===== src/rtl/dsi_tx_arbiter.sv =====
// Shares the DSI lanes controller between the video and command packet sources.
// One source is granted at a time; the LP mode flag is framed around each packet and an idle gap follows.
module dsi_tx_arbiter #(
  parameter int GAP_CYCLES    = 4,
  parameter int MAX_CMD_BURST = 3
) (
  input  logic        clk_sys,
  input  logic        rst,
  input  logic        vid_req,
  input  logic [31:0] vid_data,
  input  logic [3:0]  vid_strb,
  input  logic        vid_last,
  output logic        vid_data_rqst,
  input  logic        cmd_req,
  input  logic [31:0] cmd_data,
  input  logic [3:0]  cmd_strb,
  input  logic        cmd_last,
  output logic        cmd_data_rqst,
  input  logic        cmd_lp,
  input  logic        clock_ready,
  input  logic        lines_active,
  input  logic        iface_data_rqst,
  output logic [31:0] iface_write_data,
  output logic [3:0]  iface_write_strb,
  output logic        iface_write_rqst,
  output logic        iface_last_word,
  output logic        iface_lpm_en,
  output logic        grant_vid,
  output logic        grant_cmd,
  output logic        busy
);
  localparam int CW = $clog2(MAX_CMD_BURST + 1);
  localparam int GW = (GAP_CYCLES > 1) ? $clog2(GAP_CYCLES) : 1;

  typedef enum logic [2:0] {
    S_IDLE, S_SETUP, S_XFER, S_HOLD, S_DRAIN, S_GAP
  } state_t;

  state_t          r_state, w_state_nxt;
  logic            r_sel, w_sel_nxt;  // 1 = command source
  logic            r_mode_lp, w_mode_lp_nxt;
  logic [CW-1:0]   r_cmd_cnt, w_cmd_cnt_nxt;
  logic [GW-1:0]   r_gap_cnt, w_gap_cnt_nxt;
  logic            w_pick_vid, w_sel_last, w_xfer, w_owned;

  // Command wins ties unless it has already taken MAX_CMD_BURST grants in a row
  assign w_pick_vid = vid_req & (~cmd_req | (r_cmd_cnt == CW'(MAX_CMD_BURST)));
  assign w_sel_last = r_sel ? cmd_last : vid_last;

  always_ff @(posedge clk_sys) begin
    if (rst) begin
      r_state   <= S_IDLE;
      r_sel     <= 1'b0;
      r_mode_lp <= 1'b0;
      r_cmd_cnt <= '0;
      r_gap_cnt <= '0;
    end else begin
      r_state   <= w_state_nxt;
      r_sel     <= w_sel_nxt;
      r_mode_lp <= w_mode_lp_nxt;
      r_cmd_cnt <= w_cmd_cnt_nxt;
      r_gap_cnt <= w_gap_cnt_nxt;
    end
  end

  always_comb begin
    w_state_nxt   = r_state;
    w_sel_nxt     = r_sel;
    w_mode_lp_nxt = r_mode_lp;
    w_cmd_cnt_nxt = r_cmd_cnt;
    w_gap_cnt_nxt = r_gap_cnt;
    case (r_state)
      S_IDLE: begin
        if (clock_ready && (vid_req || cmd_req)) begin
          w_state_nxt = S_SETUP;
          if (w_pick_vid) begin
            w_sel_nxt     = 1'b0;
            w_mode_lp_nxt = 1'b0;
            w_cmd_cnt_nxt = '0;
          end else begin
            w_sel_nxt     = 1'b1;
            w_mode_lp_nxt = cmd_lp;
            if (!vid_req)
              w_cmd_cnt_nxt = '0;
            else if (r_cmd_cnt != CW'(MAX_CMD_BURST))
              w_cmd_cnt_nxt = r_cmd_cnt + CW'(1);
          end
        end
      end
      S_SETUP: w_state_nxt = S_XFER;
      S_XFER:  if (iface_data_rqst && w_sel_last) w_state_nxt = S_HOLD;
      S_HOLD:  w_state_nxt = S_DRAIN;
      S_DRAIN: begin
        if (!lines_active) begin
          w_gap_cnt_nxt = GW'(GAP_CYCLES - 1);
          w_state_nxt   = S_GAP;
        end
      end
      S_GAP: begin
        if (r_gap_cnt == '0) w_state_nxt = S_IDLE;
        else                 w_gap_cnt_nxt = r_gap_cnt - GW'(1);
      end
      default: w_state_nxt = S_IDLE;
    endcase
  end

  assign w_xfer  = (r_state == S_XFER);
  assign w_owned = (r_state == S_SETUP) || w_xfer || (r_state == S_HOLD) || (r_state == S_DRAIN);

  assign iface_write_rqst = w_xfer;
  assign iface_write_data = w_xfer ? (r_sel ? cmd_data : vid_data) : '0;
  assign iface_write_strb = w_xfer ? (r_sel ? cmd_strb : vid_strb) : '0;
  assign iface_last_word  = w_xfer & w_sel_last & iface_data_rqst;
  assign vid_data_rqst    = w_xfer & ~r_sel & iface_data_rqst;
  assign cmd_data_rqst    = w_xfer & r_sel & iface_data_rqst;
  // LP flag brackets the transfer: set in SETUP, held through HOLD, dropped in DRAIN
  assign iface_lpm_en     = r_mode_lp & ((r_state == S_SETUP) || w_xfer || (r_state == S_HOLD));
  assign grant_vid        = w_owned & ~r_sel;
  assign grant_cmd        = w_owned & r_sel;
  assign busy             = (r_state != S_IDLE);
endmodule


===== config.mk =====
export PLATFORM = sky130hd
export DESIGN_NAME = dsi_tx_arbiter
export DESIGN_NICKNAME = d
export VERILOG_FILES = /design/src/rtl/dsi_tx_arbiter.sv
export SDC_FILE = /design/constraint.sdc
export NUM_CORES = 1
export LEC_CHECK = 0
export BUFFER_PORTS_ARGS = -buffer_cell sky130_fd_sc_hd__buf_2
export CAP_MARGIN = 20
export CORE_MARGIN = 2
export CORE_UTILIZATION = 34
export DETAILED_ROUTE_END_ITERATION = 8
export HOLD_SLACK_MARGIN = 0.12
export PLACE_DENSITY = 0.81
export SLEW_MARGIN = 20
export SYNTH_ARGS = -nofsm -noshare
export SYNTH_HDL_FRONTEND = slang
export SYNTH_SLANG_ARGS = --single-unit
export TNS_END_PERCENT = 30

===== constraint.sdc =====
create_clock -name clk_sys -period 1.3 [get_ports clk_sys]
set_input_delay 0.195 -clock clk_sys [delete_from_list [all_inputs] [get_ports clk_sys]]
set_output_delay 0.195 -clock clk_sys [all_outputs]
set_load 0.01 [all_outputs]

; ---- After elaboration in Yosys (flattened, before gate mapping)
; Cells that the tools add are included.
[classes]
bitwise = 13
muxes = 18
reduce_logical = 14
n_addsub = 2
n_eq_ne = 13
[op_table]
columns = cell, count
row1 = 32-bit two-way mux, 2
row2 = 3-bit one-hot mux with 6 select lines, 1
row3 = 3-bit two-way mux, 4
row4 = 1-bit AND, 10
row5 = 2-bit two-way mux, 5
row6 = 2-bit inequality test (second input constant), 5
row7 = 4-bit two-way mux, 2
row8 = 3-bit by 2-bit == test with 1-bit output (second input constant), 2
row9 = 3-bit == test (second input constant), 2
row10 = 3-bit AND reduction, 2
row11 = 1-bit logical OR, 4
row12 = 2-bit one-hot mux with 2 select lines, 1
row13 = 4-bit AND reduction, 1
row14 = 3-bit by 1-bit == test with 1-bit output (second input constant), 1
row15 = 3-bit zero test, 1
row16 = 1-bit two-way mux, 3
row17 = 3-bit by 1-bit inequality test with 1-bit output (second input constant), 1
row18 = 3-bit nonzero test, 1
row19 = 2-bit by 1-bit adder with 2-bit output (second input constant), 1
row20 = 2-bit == test (second input constant), 1
row21 = 1-bit logical AND, 2
row22 = 2-bit zero test, 1
row23 = 2-bit by 1-bit inequality test with 1-bit output (second input constant), 1
row24 = 1-bit NOT, 2
row25 = 4 further kinds, 4
[totals]
output_inout_bits = 44
input_bits = 82
word_cells = 65
reg_bits = 9

; ---- Longest topological paths before layout
; Gate-level depths: netlist of the first run.
[logic_depth]
ltp_word = 5
depth_mapped = 6
ltp_nobuf = 6

; ---- Least setup slack after synthesis of the first run
; No wires, ideal clock.
[synth_timing]
path_type = register to output
startpoint = register r_state[0]
endpoint = output port iface_write_data[10]
path_buffers = 3
arrival_ns = 1.151
path_slack_ns = -0.046
required_time_ns = 1.105
stages_incl_launch_ff = 7
path_cell_list = dfxtp_1 -> buf_6 -> nor2_1 -> nand2_2 -> buf_2 -> buf_2 -> nor2_1
[synth_via]
elab_chain_len = 2
[synth_lines]
columns = item, line_no
row1 = from (decl), 39  ; state_t r_state, w_state_nxt;
row2 = from (signal assigned), 58  ; r_state <= w_state_nxt;
row3 = 3-bit by 2-bit == test with 1-bit output, 107  ; assign w_xfer = (r_state == S_XFER);
row4 = 32-bit two-way mux, 111  ; assign iface_write_data = w_xfer ? (r_sel ? cmd_data : vid_data) : '0;
row5 = to (decl), 23  ; output logic [31:0] iface_write_data,
; Every way passes these cells.

; ---- Worst setup path after layout of the first run
[layout_timing]
startpoint = register r_sel
endpoint = output port vid_data_rqst
[layout_via]
elab_chain_len = 3
[layout_lines]
columns = item, line_no
row1 = from (decl), 40  ; logic r_sel, w_sel_nxt;
row2 = from (signal assigned), 59  ; r_sel <= w_sel_nxt;
row3 = 1-bit NOT, 114  ; assign vid_data_rqst = w_xfer & ~r_sel & iface_data_rqst;
row4 = 1-bit AND (2 in a row), 114
row5 = to (decl), 13  ; output logic vid_data_rqst,
; Every way passes these cells.

==> flow_metrics.tcl, run 1 <==
set metrics [dict create \
    yosysSeqAreaShare_pct 16.0 \
    async_flop_share_pct 0 \
    vias 2126 \
    die-height_um 61.5 \
    area_growth_pct 162 \
    timing.final.crit_share_pct 132 \
    placed_area_sq_um 2100 \
    cts.sinks 9 \
    clk_latency_ns 0.29 \
    wl_um 9820 \
    cts_max_level 1 \
    cp.buffers_inverters 5 \
    grt_pass1_vias 2032 \
    avgSynthCellArea_sq_um 7.39 \
    antenna_found_initial 1 \
    peakVddDrop_uv 1250 \
    num-nets-final 376 \
    finalWorstSetupSlack_ns -0.416 \
    synth_cell_types 33 \
    final_common_cell "buf_2" \
    max_freq_ghz 0.583 \
    power_density_nw_per_um2 1550 \
    holdCritPathClass "in -> reg" \
    synth_nets 236 \
    cts_tree "built" \
    hold_viol 0 \
    numCtsBuffers 3 \
    slew_headroom_pct 72.5 \
    synthFlopType "dfxtp_1" \
    path_max_fanout 5 \
    drv_slew 0 \
    drtPass1Iterations 5 \
    fin_area_sq_um 2940 \
    path_common_cell "buf_4" \
    grt_pass1_wl_um 11500 \
    drt.antenna.violating_nets 0 \
    clk_pin_slew_ns 0.08 \
    critPathRequiredTime_ns 1.11 \
    core_area_sq_um 3100 \
    period_minus_slack_ns 1.72 \
    cp.arrival_ns 1.52 \
    synth.largest_area_cell "mux2i_1" \
    final_cell_mix "100 x buf_2, 32 x nor2_4, 31 x mux2i_4, 28 x buf_6, 13 x nor2_1" \
    grt_max_degree 16 \
    path_delay_family "buffers and inverters" \
    status "finished, violations left" \
    max-cap-violations 0 \
    skew_ns 0.0120 \
    critPathMaxStageDelay_ns 0.38 \
    place_congestion 0.787 \
    vias_per_cell 6.33 \
    reg2reg_slack_ns -0.16 \
    holdBufCountCts 0 \
    path_cells "buf_4 > clkbuf_16 > buf_4 > inv_2 > and3_4 > buf_6" \
    synth_edf_count 0 \
    ios 126 \
    violations "setup timing" \
    drcViolationCount 0 \
    synth_top_area_share_pct 35.6 \
    rsz0062_at_grt "true" \
    syn_inst 152 \
    rows 20 \
    root_buffer "clkbuf_4" \
    die_x_um 61.5 \
    cp-end-kind "output pin" \
    wire_per_inst_um 29.2 \
    start_util_pct 36.2 \
    ys_warn_count 0 \
    drive_gt1_share_pct 82.1 \
    tns_ns -13.73 \
    synthTopCellsByArea "mux2i_1 36%, dfxtp_1 16%, nor2_1 15%" \
    drtIter0Drc 209 \
    grt.total_usage_pct 43.9 \
    io_buffers 125 \
    cts_buffer_depth 2 \
    slowest_stage "dfxtp_4" \
    final_util_pct 94.7 \
    syn_area_sq_um 1120 \
    die_area_sq_um 3780 \
    ys_ff_latch 9 \
    startpoint_type "flop" \
    overflow 0 \
    hpwl_um 3440 \
    path_class "reg -> out" \
    tightest_slew_ns 0.410 \
    setup_violations 49 \
    power_leakage_nw 1.22 \
]
[cell usage after synthesis, types with 2 or more instances]
| cell | n |
|---|---|
| ha_1 | 2 |
| nor2_1 | 46 |
| and3_1 | 2 |
| nand2_1 | 3 |
| nand2b_1 | 3 |
| inv_1 | 6 |
| a21oi_1 | 4 |
| buf_2 | 9 |
| o21ai_0 | 3 |
| dfxtp_1 | 9 |
| nor3_1 | 3 |
| inv_2 | 2 |
| mux2i_1 | 40 |
[what timing repair did]
item                                    in CTS  in global routing
endpoints found under the setup margin      44                 50
pin swaps                                    2                  2
cloned                                       3                  1
gates resized for setup                    107                 17
buffers inserted                             4                  1
[cell type report]
class,count,area [sq um]
inverters,8,32.5
diodes,1,2.50
clock buffers,4,26.3
well taps,44,55.1
repair buffers,147,1100
multi-input cells,123,1530
fillers,91,164
flip-flops and latches,9,195
[kinds of logic after synthesis]
logic type | count (synthesis) | synth area share, %
and+or+nand+nor | 65 | 26.4
muxes | 42 | 37.6
buffers and inverters | 20 | 8.69
AOI/OAI and AO/OA | 13 | 8.24
DFF | 9 | 16.0
adders and majority gates | 2 | 2.23
xor gates and xnor gates | 1 | 0.780
[layer usage]
metal	wire length (um)	vias up	GRT usage, %
met4	949	0	30.1
li1	-	803	-
met5	0	-	0
met1	3070	940	46.8
met2	4530	279	71.4
met3	1270	104	16.8
[path summary, 6_finish.rpt]
path | startpoint | cells past startpoint | endpoint
worst max-delay path | r_sel$_SDFFE_PP0P_ | 6 | vid_data_rqst
worst min-delay path | rst | 2 | r_gap_cnt[0]$_SDFFE_PP0P_
worst max register to register | r_sel$_SDFFE_PP0P_ | 5 | r_state[0]$_SDFFE_PP0P_
worst min register to register | r_mode_lp$_SDFFE_PP0P_ | 2 | r_mode_lp$_SDFFE_PP0P_
[metrics by stage]
stage / std cells / setup slack (ns) / hold slack, ns / power (W)
2_1_floorplan: 152 / -0.00115 / 0.347 / 0.00211
3_3_place_gp: 322 / 0.0154 / 0.464 / 0.00278
3_5_place_dp: 322 / -0.0172 / 0.466 / 0.00281
4_1_cts: 333 / -0.242 / 0.190 / 0.00400
5_1_grt: 336 / -0.435 / 0.226 / 0.00469
6_report: 336 / -0.416 / 0.234 / 0.00454
[registers in the layout, indices dropped and copies added (netlist names)]
signal	count
r_cmd_cnt	2
r_gap_cnt	2
r_sel	1
r_mode_lp	1
r_state	3
[power by group]
| part | switching (W) | internal (W) |
|---|---|---|
| sequential | 0.000115 | 0.000352 |
| clock | 0.000133 | 0.000120 |
| combinational | 0.00194 | 0.00188 |
Power figures use the tool's default switching activity.
==> run 2, diff against run 1 <==
- CORE_UTILIZATION: 34 -> 31
- MAX_ROUTING_LAYER: not set -> met4
- PLACE_DENSITY: 0.81 -> 0.77
- clock period: 1.3 -> 1.5 ns (I/O delays scaled with it)
==> run 2 against run 1 <==
Compared with the run above: the run still ends with setup timing left; sequential share of layout area up 3.0 points; core utilization down 36 points; die area up 9.0%; critical path depth down 2; critical path type unchanged; largest cell class unchanged.
==> flow_metrics.tcl, run 2 (synthesis results as in run 1) <==
set metrics [dict create \
    status "finished, violations left" \
    violations "setup timing" \
    root_buffer "clkbuf_4" \
    numCtsBuffers 3 \
    timing.rr.end "r_state[0]$_SDFFE_PP0P_" \
    drtIter0Drc 36 \
    startpoint_type "flop" \
    period_minus_slack_ns 1.52 \
    p_int_w 0.00130 \
    final_cell_mix "125 x buf_2, 38 x mux2i_1, 37 x nor2_1, 8 x nor2_2, 6 x inv_1" \
    antennaDiodeCount 0 \
    overflow 0 \
    drt.antenna.violating_nets 0 \
    grt.total_usage_pct 18.6 \
    drcViolationCount 0 \
    combPwrFrac_pct 75.4 \
    critPathRequiredTime_ns 1.27 \
    drtPass1Iterations 4 \
    crit_end "iface_write_data[6]" \
    wl_um 4190 \
    largest_reg_flops 3 \
    drive_gt1_share_pct 58.6 \
    cts_max_level 1 \
    timing.final.crit_share_pct 101 \
    switchingPower_w 0.00107 \
    tightest_slew_ns 0.401 \
    cts.sinks 9 \
    cp-end-kind "output pin" \
    antenna_found_initial 0 \
    wire_per_inst_um 12.8 \
    top_regs "r_state: 3 flops, r_cmd_cnt: 2 flops, r_gap_cnt: 2 flops" \
    final_util_pct 58.6 \
    max_freq_ghz 0.658 \
    cp.arrival_ns 1.29 \
    ios 126 \
    final_common_cell "buf_2" \
    reg2reg_slack_ns 0.17 \
    slew_headroom_pct 73.1 \
    die-height_um 64.2 \
    cts_buffer_depth 2 \
    place_congestion 0.788 \
    rsz0062_at_grt "true" \
    skew_ns 0.00481 \
    die_area_sq_um 4120 \
    io_buffers 125 \
    cts_tree "built" \
    clockPowerShare_pct 7.6 \
    vias_per_cell 4.71 \
    holdCritPathClass "in -> reg" \
    max-cap-violations 0 \
    path_max_fanout 11 \
    power_leakage_nw 1.06 \
    start_util_pct 32.9 \
    r2r-start "r_gap_cnt[0]$_SDFFE_PP0P_" \
    drv_slew 0 \
    swShare_pct 45.1 \
    num-nets-final 365 \
    die_x_um 64.2 \
    hpwl_um 3320 \
    fill_cells 331 \
    tns_ns -0.0198 \
    hold_start "cmd_lp" \
    rows 21 \
    cp-startpoint "r_sel$_SDFFE_PP0P_" \
    peakVddDrop_uv 925 \
    finalWorstSetupSlack_ns -0.0198 \
    reg2reg_depth 6 \
    setup_violations 1 \
    largest_register "r_state" \
    placed_area_sq_um 1810 \
    grt_pass1_vias 1428 \
    core_area_sq_um 3420 \
    clk_pin_slew_ns 0.06 \
    power_w 0.00237 \
    power_frac_seq_pct 17.0 \
    path_class "reg -> out" \
    vias 1536 \
    grt_pass1_wl_um 6160 \
    hold_viol 0 \
    hold-worst-slack_ns 0.248 \
    power_density_nw_per_um2 1180 \
    area_growth_pct 78.1 \
    clk_latency_ns 0.25 \
    fin_area_sq_um 2000 \
    grt_max_degree 28 \
]
## run 2: changes by cell type in the layout (fill, tap and decap cells not counted), sizes merged
cell,delta
diode,-1
buf,-11
## run 2: what timing repair did
action,4_1_cts,5_1_grt
gates resized for setup,14,18
cloned,1,1
endpoints found under the setup margin,39,41
setup buffers,0,2
hold buffers,0,0
pin swaps,1,2
## run 2: final cells by class
class | count | area [sq um] | area share, %
multi-input cells | 123 | 903 | 45.2
clock buffers | 4 | 26.3 | 1.31
well taps | 46 | 57.6 | 2.88
flip-flops and latches | 9 | 193 | 9.63
inverters | 8 | 30.0 | 1.50
repair buffers | 136 | 791 | 39.5
## run 2: layer usage
layer	track usage [%]	up-vias	routed length [um]
li1	-	773	-
met1	18.6	680	1550
met2	35.8	75	2200
met3	3.87	8	347
met4	5.85	0	92
met5	-	-	0
## run 2: critical path, cell delays in order, from the launching register on
cell and delay [ns]:
dfxtp_4 0.41, buf_12 0.17, mux2i_1 0.27, nor2_1 0.06, buf_2 0.14
## run 2: per-stage QoR
stage	worst slack (ns)	std cells
after detailed placement	0.144	318
after CTS	-0.0125	323
after floorplan	0.124	152
after global routing	-0.0739	326
final	-0.0198	326
after global placement	0.151	318
## run 2: power by group through the flow
stage	Combinational [W]	Sequential, W	Clock (W)
2_1_floorplan	0.00105	0.000316	0
6_report	0.00178	0.000402	0.000181
3_5_place_dp	0.00152	0.000361	0
4_1_cts	0.00162	0.000378	0.000186
5_1_grt	0.00194	0.000412	0.000195
3_3_place_gp	0.00151	0.000359	0
## run 2: worst min-delay path by stage
stage	endpoint	depth (start not counted)
6_report	r_mode_lp$_SDFFE_PP0P_	3
5_1_grt	r_mode_lp$_SDFFE_PP0P_	3
4_1_cts	r_mode_lp$_SDFFE_PP0P_	3
3_5_place_dp	r_mode_lp$_SDFFE_PP0P_	2
3_3_place_gp	r_mode_lp$_SDFFE_PP0P_	2
2_1_floorplan	r_mode_lp$_SDFFE_PP0P_	2
